<file path="src/rtl/ctrl_ula_pkg.sv">
// ----------------------------------------------------------------------------
// ctrl_ula_pkg
// Shared definitions for the execute-stage ALU controller: default sizing,
// opcode constants, instruction field positions, FSM state encoding and small
// opcode classification helpers. The ALU instance takes its op codes from the
// same constants, so both sides always agree on the encoding.
// ----------------------------------------------------------------------------
package ctrl_ula_pkg;

    localparam int DATA_W_DEF      = 8;
    localparam int NREG_DEF        = 4;
    localparam int EXEC_CYCLES_DEF = 2;

    // Register address fields in the instruction are fixed at 2 bits.
    localparam int REG_AW = 2;

    // Opcode constants; 8..F are illegal.
    localparam logic [3:0] OPC_NOP = 4'h0;
    localparam logic [3:0] OPC_ADD = 4'h1;
    localparam logic [3:0] OPC_SUB = 4'h2;
    localparam logic [3:0] OPC_AND = 4'h3;
    localparam logic [3:0] OPC_OR  = 4'h4;
    localparam logic [3:0] OPC_NOT = 4'h5;
    localparam logic [3:0] OPC_XOR = 4'h6;
    localparam logic [3:0] OPC_LDI = 4'h7;

    // Instruction field positions (LSB of each field).
    localparam int OPC_LSB = 12;
    localparam int RD_LSB  = 10;
    localparam int RS_LSB  = 8;
    localparam int RT_LSB  = 6;

    typedef enum logic [1:0] {
        ST_IDLE   = 2'd0,
        ST_DECODE = 2'd1,
        ST_EXEC   = 2'd2,
        ST_WB     = 2'd3
    } state_e;

    // Opcodes that go through the ALU and therefore need the EXEC state.
    function automatic logic isAluOp(input logic [3:0] opc);
        return (opc >= OPC_ADD) && (opc <= OPC_XOR);
    endfunction

    // Anything with the top bit set is outside the defined opcode space.
    function automatic logic isIllegal(input logic [3:0] opc);
        return opc[3];
    endfunction

endpackage

</file>
<file path="src/rtl/ctrl_ula_banco_reg.sv">
// ----------------------------------------------------------------------------
// ctrl_ula_banco_reg
// NREG x DATA_W register bank for the ALU controller. Two asynchronous read
// ports feed the ALU operands, a third asynchronous port serves debug reads,
// and a single synchronous write port handles write-back. R0 is an ordinary
// writable register.
// Ports:
//   clk_i      rising-edge clock
//   rst_ni     asynchronous active-low clear of all registers
//   we_i       write enable
//   waddr_i    write address
//   wdata_i    write data
//   raddrA_i   read port A address   -> rdataA_o
//   raddrB_i   read port B address   -> rdataB_o
//   dbgSel_i   debug read address    -> dbgData_o
// ----------------------------------------------------------------------------
module ctrl_ula_banco_reg
    import ctrl_ula_pkg::*;
#(
    parameter int DATA_W = DATA_W_DEF,
    parameter int NREG   = NREG_DEF
) (
    input  logic              clk_i,
    input  logic              rst_ni,
    input  logic              we_i,
    input  logic [REG_AW-1:0] waddr_i,
    input  logic [DATA_W-1:0] wdata_i,
    input  logic [REG_AW-1:0] raddrA_i,
    output logic [DATA_W-1:0] rdataA_o,
    input  logic [REG_AW-1:0] raddrB_i,
    output logic [DATA_W-1:0] rdataB_o,
    input  logic [REG_AW-1:0] dbgSel_i,
    output logic [DATA_W-1:0] dbgData_o
);

    logic [DATA_W-1:0] regs_q [NREG];

    always_ff @(posedge clk_i or negedge rst_ni) begin
        if (!rst_ni) begin
            for (int i = 0; i < NREG; i++) begin
                regs_q[i] <= '0;
            end
        end else if (we_i) begin
            regs_q[waddr_i] <= wdata_i;
        end
    end

    assign rdataA_o  = regs_q[raddrA_i];
    assign rdataB_o  = regs_q[raddrB_i];
    assign dbgData_o = regs_q[dbgSel_i];

endmodule

</file>
<file path="src/rtl/ctrl_ula.sv">
// ----------------------------------------------------------------------------
// ctrl_ula
// Execute-stage controller for the 8-bit ALU. Accepts one 16-bit instruction
// per handshake, reads operands from the internal register bank, presents
// a/b/op to the ALU for EXEC_CYCLES cycles, captures the result, writes it
// back and updates the sticky carry/sign flags.
// Ports:
//   clk, rst (async active-low)
//   instr_valid/instr/instr_ready   upstream instruction handshake
//   alu_a/alu_b/alu_op              ALU operands and op code (op 0 outside EXEC)
//   alu_out/alu_carry/alu_sinal     ALU result and status
//   result, flag_carry, flag_sinal  last write-back value and sticky flags
//   done, illegal                   one-cycle completion / rejection pulses
//   dbg_sel/dbg_data                combinational debug register read
// ----------------------------------------------------------------------------
module ctrl_ula
    import ctrl_ula_pkg::*;
#(
    parameter int DATA_W      = DATA_W_DEF,
    parameter int NREG        = NREG_DEF,
    parameter int EXEC_CYCLES = EXEC_CYCLES_DEF
) (
    input  logic              clk,
    input  logic              rst,
    input  logic              instr_valid,
    input  logic [15:0]       instr,
    output logic              instr_ready,
    output logic [DATA_W-1:0] alu_a,
    output logic [DATA_W-1:0] alu_b,
    output logic [3:0]        alu_op,
    input  logic [DATA_W-1:0] alu_out,
    input  logic              alu_carry,
    input  logic              alu_sinal,
    output logic [DATA_W-1:0] result,
    output logic              flag_carry,
    output logic              flag_sinal,
    output logic              done,
    output logic              illegal,
    input  logic [1:0]        dbg_sel,
    output logic [DATA_W-1:0] dbg_data
);

    localparam int CW = $clog2(EXEC_CYCLES + 1);

    state_e            state_q, state_d;
    logic [15:0]       instr_q;
    logic [DATA_W-1:0] aluA_q, aluB_q, aluRes_q, result_q;
    logic              aluCarry_q, aluSinal_q;
    logic              flagCarry_q, flagSinal_q;
    logic              done_q, illegal_q, illegalPend_q;
    logic [CW-1:0]     cnt_q;

    logic [3:0]        opc;
    logic [REG_AW-1:0] rd, rs, rt;
    logic [7:0]        imm;
    logic [DATA_W-1:0] rdA, rdB;
    logic              accept;
    logic              wbWe;
    logic [DATA_W-1:0] wbData;

    assign opc    = instr_q[OPC_LSB +: 4];
    assign rd     = instr_q[RD_LSB +: REG_AW];
    assign rs     = instr_q[RS_LSB +: REG_AW];
    assign rt     = instr_q[RT_LSB +: REG_AW];
    assign imm    = instr_q[7:0];
    assign accept = instr_valid && (state_q == ST_IDLE);

    ctrl_ula_banco_reg #(
        .DATA_W (DATA_W),
        .NREG   (NREG)
    ) uBanco (
        .clk_i     (clk),
        .rst_ni    (rst),
        .we_i      (wbWe),
        .waddr_i   (rd),
        .wdata_i   (wbData),
        .raddrA_i  (rs),
        .rdataA_o  (rdA),
        .raddrB_i  (rt),
        .rdataB_o  (rdB),
        .dbgSel_i  (dbg_sel),
        .dbgData_o (dbg_data)
    );

    // State register.
    always_ff @(posedge clk or negedge rst) begin
        if (!rst) begin
            state_q <= ST_IDLE;
        end else begin
            state_q <= state_d;
        end
    end

    // Next-state logic: illegal opcodes bail straight back to IDLE from
    // DECODE, ALU ops spend EXEC_CYCLES in EXEC, NOP/LDI skip EXEC.
    always_comb begin
        state_d = state_q;
        case (state_q)
            ST_IDLE:   if (instr_valid) state_d = ST_DECODE;
            ST_DECODE: begin
                if (isIllegal(opc))    state_d = ST_IDLE;
                else if (isAluOp(opc)) state_d = ST_EXEC;
                else                   state_d = ST_WB;
            end
            ST_EXEC:   if (cnt_q == CW'(EXEC_CYCLES - 1)) state_d = ST_WB;
            ST_WB:     state_d = ST_IDLE;
            default:   state_d = ST_IDLE;
        endcase
    end

    // Output logic: handshake, ALU op qualification and write-back selection.
    // Illegal opcodes never reach WB, so only NOP suppresses the write.
    always_comb begin
        instr_ready = (state_q == ST_IDLE);
        alu_op      = (state_q == ST_EXEC) ? opc : 4'h0;
        wbWe        = (state_q == ST_WB) && (opc != OPC_NOP);
        wbData      = (opc == OPC_LDI) ? DATA_W'(imm) : aluRes_q;
    end

    // Datapath registers. Operands are latched on leaving DECODE so that rd
    // may alias rs/rt. The ALU result is sampled every EXEC cycle, so the
    // value kept is the one from the last cycle, after the clocked subtract
    // path has settled. The illegal pulse is delayed one cycle so that it
    // appears with the same accept-to-pulse latency as a NOP's done.
    always_ff @(posedge clk or negedge rst) begin
        if (!rst) begin
            instr_q       <= '0;
            aluA_q        <= '0;
            aluB_q        <= '0;
            aluRes_q      <= '0;
            aluCarry_q    <= 1'b0;
            aluSinal_q    <= 1'b0;
            result_q      <= '0;
            flagCarry_q   <= 1'b0;
            flagSinal_q   <= 1'b0;
            done_q        <= 1'b0;
            illegalPend_q <= 1'b0;
            illegal_q     <= 1'b0;
            cnt_q         <= '0;
        end else begin
            done_q        <= (state_q == ST_WB);
            illegalPend_q <= (state_q == ST_DECODE) && isIllegal(opc);
            illegal_q     <= illegalPend_q;
            if (accept) begin
                instr_q <= instr;
            end
            if (state_q == ST_DECODE) begin
                aluA_q <= rdA;
                aluB_q <= rdB;
                cnt_q  <= '0;
            end
            if (state_q == ST_EXEC) begin
                cnt_q      <= cnt_q + CW'(1);
                aluRes_q   <= alu_out;
                aluCarry_q <= alu_carry;
                aluSinal_q <= alu_sinal;
            end
            if (wbWe) begin
                result_q <= wbData;
                if (opc == OPC_ADD) flagCarry_q <= aluCarry_q;
                if (opc == OPC_SUB) flagSinal_q <= aluSinal_q;
            end
        end
    end

    assign alu_a      = aluA_q;
    assign alu_b      = aluB_q;
    assign result     = result_q;
    assign flag_carry = flagCarry_q;
    assign flag_sinal = flagSinal_q;
    assign done       = done_q;
    assign illegal    = illegal_q;

endmodule
</file>
<file path="config.mk">
export PLATFORM = sky130hd
export DESIGN_NAME = ctrl_ula
export DESIGN_NICKNAME = d
export VERILOG_FILES = /design/src/rtl/ctrl_ula_pkg.sv /design/src/rtl/ctrl_ula_banco_reg.sv /design/src/rtl/ctrl_ula.sv
export SDC_FILE = /design/constraint.sdc
export NUM_CORES = 1
export LEC_CHECK = 0
export ABC_CLOCK_PERIOD_IN_PS = 1840
export CORE_ASPECT_RATIO = 0.8
export CORE_UTILIZATION = 48
export DETAILED_ROUTE_END_ITERATION = 6
export MAX_ROUTING_LAYER = met4
export PLACE_DENSITY = 0.76
export SYNTH_ARGS = -nofsm -noshare
export SYNTH_HDL_FRONTEND = slang
export SYNTH_SLANG_ARGS = --single-unit
</file>
<file path="constraint.sdc">
create_clock -name clk -period 1.84 [get_ports clk]
set_input_delay 0.276 -clock clk [delete_from_list [all_inputs] [get_ports clk]]
set_output_delay 0.276 -clock clk [all_outputs]
set_load 0.05 [all_outputs]
</file>
# == Yosys cells after proc, flatten, opt, wreduce, memory -nomap -nowiden ==
# Cells that the tools add are included.
# op_classes
addsub,1
n_eq_ne,9
n_mux,21
n_bitwise,4
magnitude_cmp,7
n_reduce_logical,11
# op_table
cell,n
$mux W8,8
$bmux W8 S2,3
$bwmux W32,1
$demux W8 S2,1
$ge A3 B3 Y1 const B,4
$not A2 Y3,4
$mux W2,5
$pmux W2 S4,1
$reduce_and A2 Y1,3
$logic_and A1 B1 Y1,5
$eq A2 B1 Y1 const B,2
$eq A2 B2 Y1 const B,2
$eq A4 B1 Y1 const B,1
$eq A4 B2 Y1 const B,1
$eq A4 B3 Y1 const B,1
$ge A4 B1 Y1 const B,1
$le A4 B3 Y1 const B,1
$mux W4,1
$ne A2 B2 Y1 const B,2
$reduce_bool A4 Y1,1
$lt A3 B1 Y1 const B,1
$add A2 B1 Y2 const B,1
$logic_not A2 Y1,1
$reduce_bool A2 Y1,1
$mux W1,1
# word_totals
in_bits,31
reg_bits,91

# == Longest topological paths before layout ==
# Gate-level depths: netlist of run 1.
# logic_depth
ltp_word,6
ltp_mapped,6
mapped_depth_nobuf,5

# == By module ==
# From an unflattened synthesis of run 1, not the netlist that was laid out.
# hier_totals
cells_unflattened,261
area_unflattened_um2,4301.6
# modules_own_cells
mod,area_each_um2,n_inst,cells_each
ctrl_ula,2522.4,1,163
ctrl_ula_banco_reg,1779.2,1,98

# == Least setup slack after synthesis of run 1 ==
# No wires, ideal clock.
# synth_path
path_kind,reg2reg
startpoint,register state_q[0]
endpoint,register instr_q[10]
t_required_ns,1.715
setup_ns,0.125
t_arrival_ns,1.897
period_less_slack_ns,2.022
stages_incl_launch_ff,6
path_slack_ns,-0.182
cell_sequence,dfrtp_1 inv_1 ha_1 nand2_1 clkbuf_1 mux2_2
# synth_between
elab_chain_len,2
# synth_rtl
element,line,source
"start, declared",ctrl_ula.sv:45,"state_e state_q, state_d;"
"start signal, assigned",ctrl_ula.sv:90,state_q <= state_d;
$logic_not A2 Y1,-,
net instr_ready,ctrl_ula.sv:27,"output logic instr_ready,"
$logic_and A1 B1 Y1,ctrl_ula.sv:66,assign accept = instr_valid && (state_q == ST_IDLE);
"end signal, assigned",ctrl_ula.sv:145,instr_q <= instr;
"end, declared",ctrl_ula.sv:46,logic [15:0] instr_q;
# The timed path passes the listed nets, and every way through them passes these cells.
# A chain may end at the register's enable or synchronous reset.

# == Final worst setup path of run 1 ==
# layout_path
startpoint,register aluA_q[0] (netlist: alu_a[0])
endpoint,output port alu_a[0]
# layout_lines
element,line,source
"start, declared",ctrl_ula.sv:47,"logic [DATA_W-1:0] aluA_q, aluB_q, aluRes_q, result_q;"
"start signal, assigned",ctrl_ula.sv:148,aluA_q <= rdA;
"end, declared",ctrl_ula.sv:28,"output logic [DATA_W-1:0] alu_a,"
# No word-level cell between the ends.

==> impl_summary.txt, run 1 <==
----------------------------------------------------
[Outcome]
  Outcome ... complete, no violations

[Drt]
  First-pass DRT Iterations ... 4
  Via-to-Cell Ratio ... roughly 5.5
  Total length of routed wires ... 8960 um
  Post-detailed-route wirelength per cell ... around 19 um
  Number of DRC markers in iteration 0 ... 101
  Remaining antenna violation count after routing ... 0
  Number of vias after detailed routing ... between 2000 and 3000
  Detailed-route DRC error count ... 0

[STA]
  Fmax ... 557 MHz
  Worst slew margin relative to its limit ... around two thirds
  Setup skew after layout ... 0.0107 ns
  RSZ-0062 raised after global routing ... no
  Actual slew at the worst max-slew pin ... 0.509 ns
  Total count of hold-check failures in the final report ... 0
  Final setup violation count ... 0
  Max-slew violations ... 0
  Final critical-path required period ... 1.79 ns
  Period utilization ... 97.5%
  Worst Hold Margin ... 0.358 ns

[Global route]
  Global-route wire length before repair ... approximately 15000 um
  Number of global-route vias before repair ... 2716
  Maximum number of pins on one net before global-route repair ... 92
  Number of antenna violations at the first check in global routing ... 0
  GRT overflow ... 0
  GR Util All Layers ... 22.0%

[Floorplan]
  Starting density of the core ... 49.9%
  Total die area ... 9330 um^2
  Die outline width ... roughly 110 um
  Row Count ... 30
  Chip height ... between 80 and 90 um
  I/O pin cnt ... 72
  Floorplan core area ... 8600 um^2

[Clock network]
  CTS max path bufs ... 2
  Number of levels the H-tree was split into ... 3
  Clock edge transition at the registers on the reported setup and hold paths ... ~0.090 ns
  CTS root buf ... sky130_fd_sc_hd__clkbuf_8
  Clock latency at the later pin of the worst-skew pair ... 0.36 ns
  Number of clock buffers inserted by TritonCTS ... 9
  CTS tree ... built
  Clock Sink Count ... 91

[Critical path]
  Critical Path End Type ... output port
  Startpoint class of the critical path ... flop
  Required time of the critical path ... between 1.5 and 2 ns
  Critical path peak fanout ... 2
  Worst Setup Path Type ... flop to output port
  Worst path bufs/invs ... 1
  Data arrival time of the worst path ... 1.52 ns
  Critical Path Max Stage Delay ... 0.81 ns
  Kind of cell with the highest combined delay on the critical path ... buffers and inverters
  Critical path's slowest cell ... sky130_fd_sc_hd__clkdlybuf4s50_1
  CP Cell Sequence ... clkdlybuf4s50_1

[Synth]
  Mean Syn Cell Area ... 16.4 um^2
  Share of synthesized cell area in and, or, nand and nor gates ... roughly 4.3%
  Xor and xnor area share after synthesis ... 0%
  Adder-cell share of the synthesized area ... around 1.5%
  Post-Synthesis Net Count ... 298
  Dominant cells by area after synthesis ... sky130_fd_sc_hd__dfrtp_1, sky130_fd_sc_hd__mux2_2, sky130_fd_sc_hd__mux4_2, sky130_fd_sc_hd__mux2_4, sky130_fd_sc_hd__ha_1
  Synth cell types ... 28
  Register bit total from synthesis ... 91
  Proportion of synthesized chip area in sequential cells ... 53.0%
  Cell type contributing the most total cell area after synthesis ... sky130_fd_sc_hd__dfrtp_1
  Proportion of netlist area held by the largest area contributor ... 53.0%
  Synthesized area ... 4290 um^2
  Share of the synthesized area in compound gates (AO/OA/AOI/OAI) ... under 10%
  Proportion of synthesized area in mux cells ... 37.7%
  Combinational family with the most area after synthesis ... multiplexers
  Synthesized netlist cell count ... 262
  Synth warnings ... 0

[Power and ir drop]
  Worst VDD drop ... 1.05 mV
  Post-layout power ... around 0.011 W
  Leakage Power ... 2.53 nW
  Pwr dens ... 2000 nW/um^2

[Place]
  GPL Wtd Cong ... 0.788
  # port buffers ... 71
  Detail Placement HPWL ... 6010 um

[Layout]
  Final Net Count ... 390
  Footprint of the multi-input gates ... 1960 um^2
  Area Overhead vs Synth ... 30.6%
  Fraction of layout cells with a size suffix above 1 ... 53.8%
  Filler Cell Count ... between 600 and 700
  Antenna cells ... 0
  Register area ... 2280 um^2

[Worst hold path]
  Worst min path class ... flop to flop

[Job]
  Number of maximum-capacitance violations ... 0

----------------------------------------------------
-- cells in the mapped netlist, drive strengths merged --
cell,number
a21boi,1
a21oi,1
and2,5
buf,9
clkbuf,5
dfrtp,91
ha,5
inv,4
mux2,92
mux2i,1
mux4,24
nand2,3
nand2b,4
nand3,3
nand3b,1
nand4b,3
nor2,2
nor3,1
nor3b,2
o21ai,2
o32a,1
o41ai,1
or3,1
-- final timing paths --
kind	from	endpoint	slack, ns	cells after the start
min in group asynchronous	rst	flag_sinal	0.47	3
max in group asynchronous	rst	uBanco.regs_q[20]	0.96	3
min	illegalPend_q	illegal	0.36	0
max	alu_a[0]	alu_a[0]	0.05	1
max reg2reg	instr_q[13]	result[1]	0.11	4
min reg2reg	illegalPend_q	illegal	0.36	0
-- kinds of logic after synthesis --
kind of cell	count (synthesis)
AND/OR/NAND/NOR	25
flip-flops	91
AO/OA/AOI/OAI	6
buffers and inverters	18
multiplexers	117
adder cells (fa/ha/maj)	5
-- timing repair --
action                     CTS  global route
buffers inserted             0             1
pin swaps                    0             1
setup endpoints to repair   13            16
hold endpoints to repair    91             0
hold buffers                 1             0
cloned                       0             0
gates resized for setup     11            12
-- cell type report --
type / instances / share of cell area, %
sequential: 91 / 40.6
multi-input combinational: 153 / 34.9
timing repair buffer: 95 / 17.7
clock buffer: 12 / 2.77
tap: 112 / 2.50
clock inverter: 4 / 1.29
inverter: 4 / 0.268
-- per-layer routing --
layer  vias to the layer above  routed length, um  track usage, %
li1                       1162                  -               -
met1                      1333               4340            30.4
met4                         0                 65            4.73
met2                        62               4130            32.9
met3                        11                429            5.79
met5                         -                  0               -
-- flip-flops by register name, indices dropped and copies added, names as in the netlist, named ones only --
signal	flops
aluCarry_q	1
aluRes_q	8
aluSinal_q	1
alu_a	8
alu_b	8
cnt_q	2
done	1
flag_carry	1
flag_sinal	1
illegal	1
illegalPend_q	1
instr_q	16
result	8
state_q	1
uBanco.regs_q	32
-- power by group --
group          switching, W  internal, W  total (W)  leakage [nW]
Clock              0.000687     0.000838    0.00152         0.113
Combinational       0.00290      0.00294    0.00584          1.29
Sequential         0.000874      0.00298    0.00385          1.12
Total               0.00446      0.00675     0.0112          2.53
-- cells in the final DEF (no fill, tap or decap), types with 2 or more instances in the layout --
cell / n
sky130_fd_sc_hd__dfrtp_1: 91
sky130_fd_sc_hd__mux2_2: 83
sky130_fd_sc_hd__buf_4: 34
sky130_fd_sc_hd__clkdlybuf4s50_1: 33
sky130_fd_sc_hd__mux4_2: 24
sky130_fd_sc_hd__clkbuf_8: 11
sky130_fd_sc_hd__dlymetal6s2s_1: 10
sky130_fd_sc_hd__mux2_4: 9
sky130_fd_sc_hd__buf_12: 9
sky130_fd_sc_hd__buf_6: 5
sky130_fd_sc_hd__and2_2: 4
sky130_fd_sc_hd__nand2b_1: 4
sky130_fd_sc_hd__inv_1: 3
sky130_fd_sc_hd__nand2_1: 3
sky130_fd_sc_hd__nand3_1: 3
sky130_fd_sc_hd__ha_1: 3
sky130_fd_sc_hd__nor3b_2: 2
sky130_fd_sc_hd__nand4b_1: 2
sky130_fd_sc_hd__o21ai_0: 2
sky130_fd_sc_hd__bufinv_16: 2
sky130_fd_sc_hd__dlygate4sd2_1: 2
-- through the flow --
| stage | util (%) | setup slack, ns | area (um^2) | setup TNS, ns | std cells |
|---|---|---|---|---|---|
| after global routing | 65.2 | 0.00277 | 5610 | 0 | 471 |
| after CTS | 64.7 | 0.00189 | 5570 | 0 | 470 |
| after detailed placement | 61.6 | -0.0846 | 5290 | -0.538 | 453 |
| final | 65.2 | 0.0461 | 5610 | 0 | 471 |
| after global placement | 61.6 | -0.0979 | 5290 | -0.636 | 453 |
| after floorplan | - | 0.0201 | 4300 | 0 | 262 |
Note: power is estimated with default switching activity, not from simulation.
==> run 2: changes to the inputs <==
--- a/config.mk
+++ b/config.mk
@@ -8,6 +8,7 @@
 export ABC_CLOCK_PERIOD_IN_PS = 1840
 export CORE_ASPECT_RATIO = 0.8
 export CORE_UTILIZATION = 48
+export CTS_CLUSTER_SIZE = 20
 export DETAILED_ROUTE_END_ITERATION = 6
 export MAX_ROUTING_LAYER = met4
 export PLACE_DENSITY = 0.76
==> results of run 2 <==
The final DEF is identical to that of run 1; final timing and power are the same.
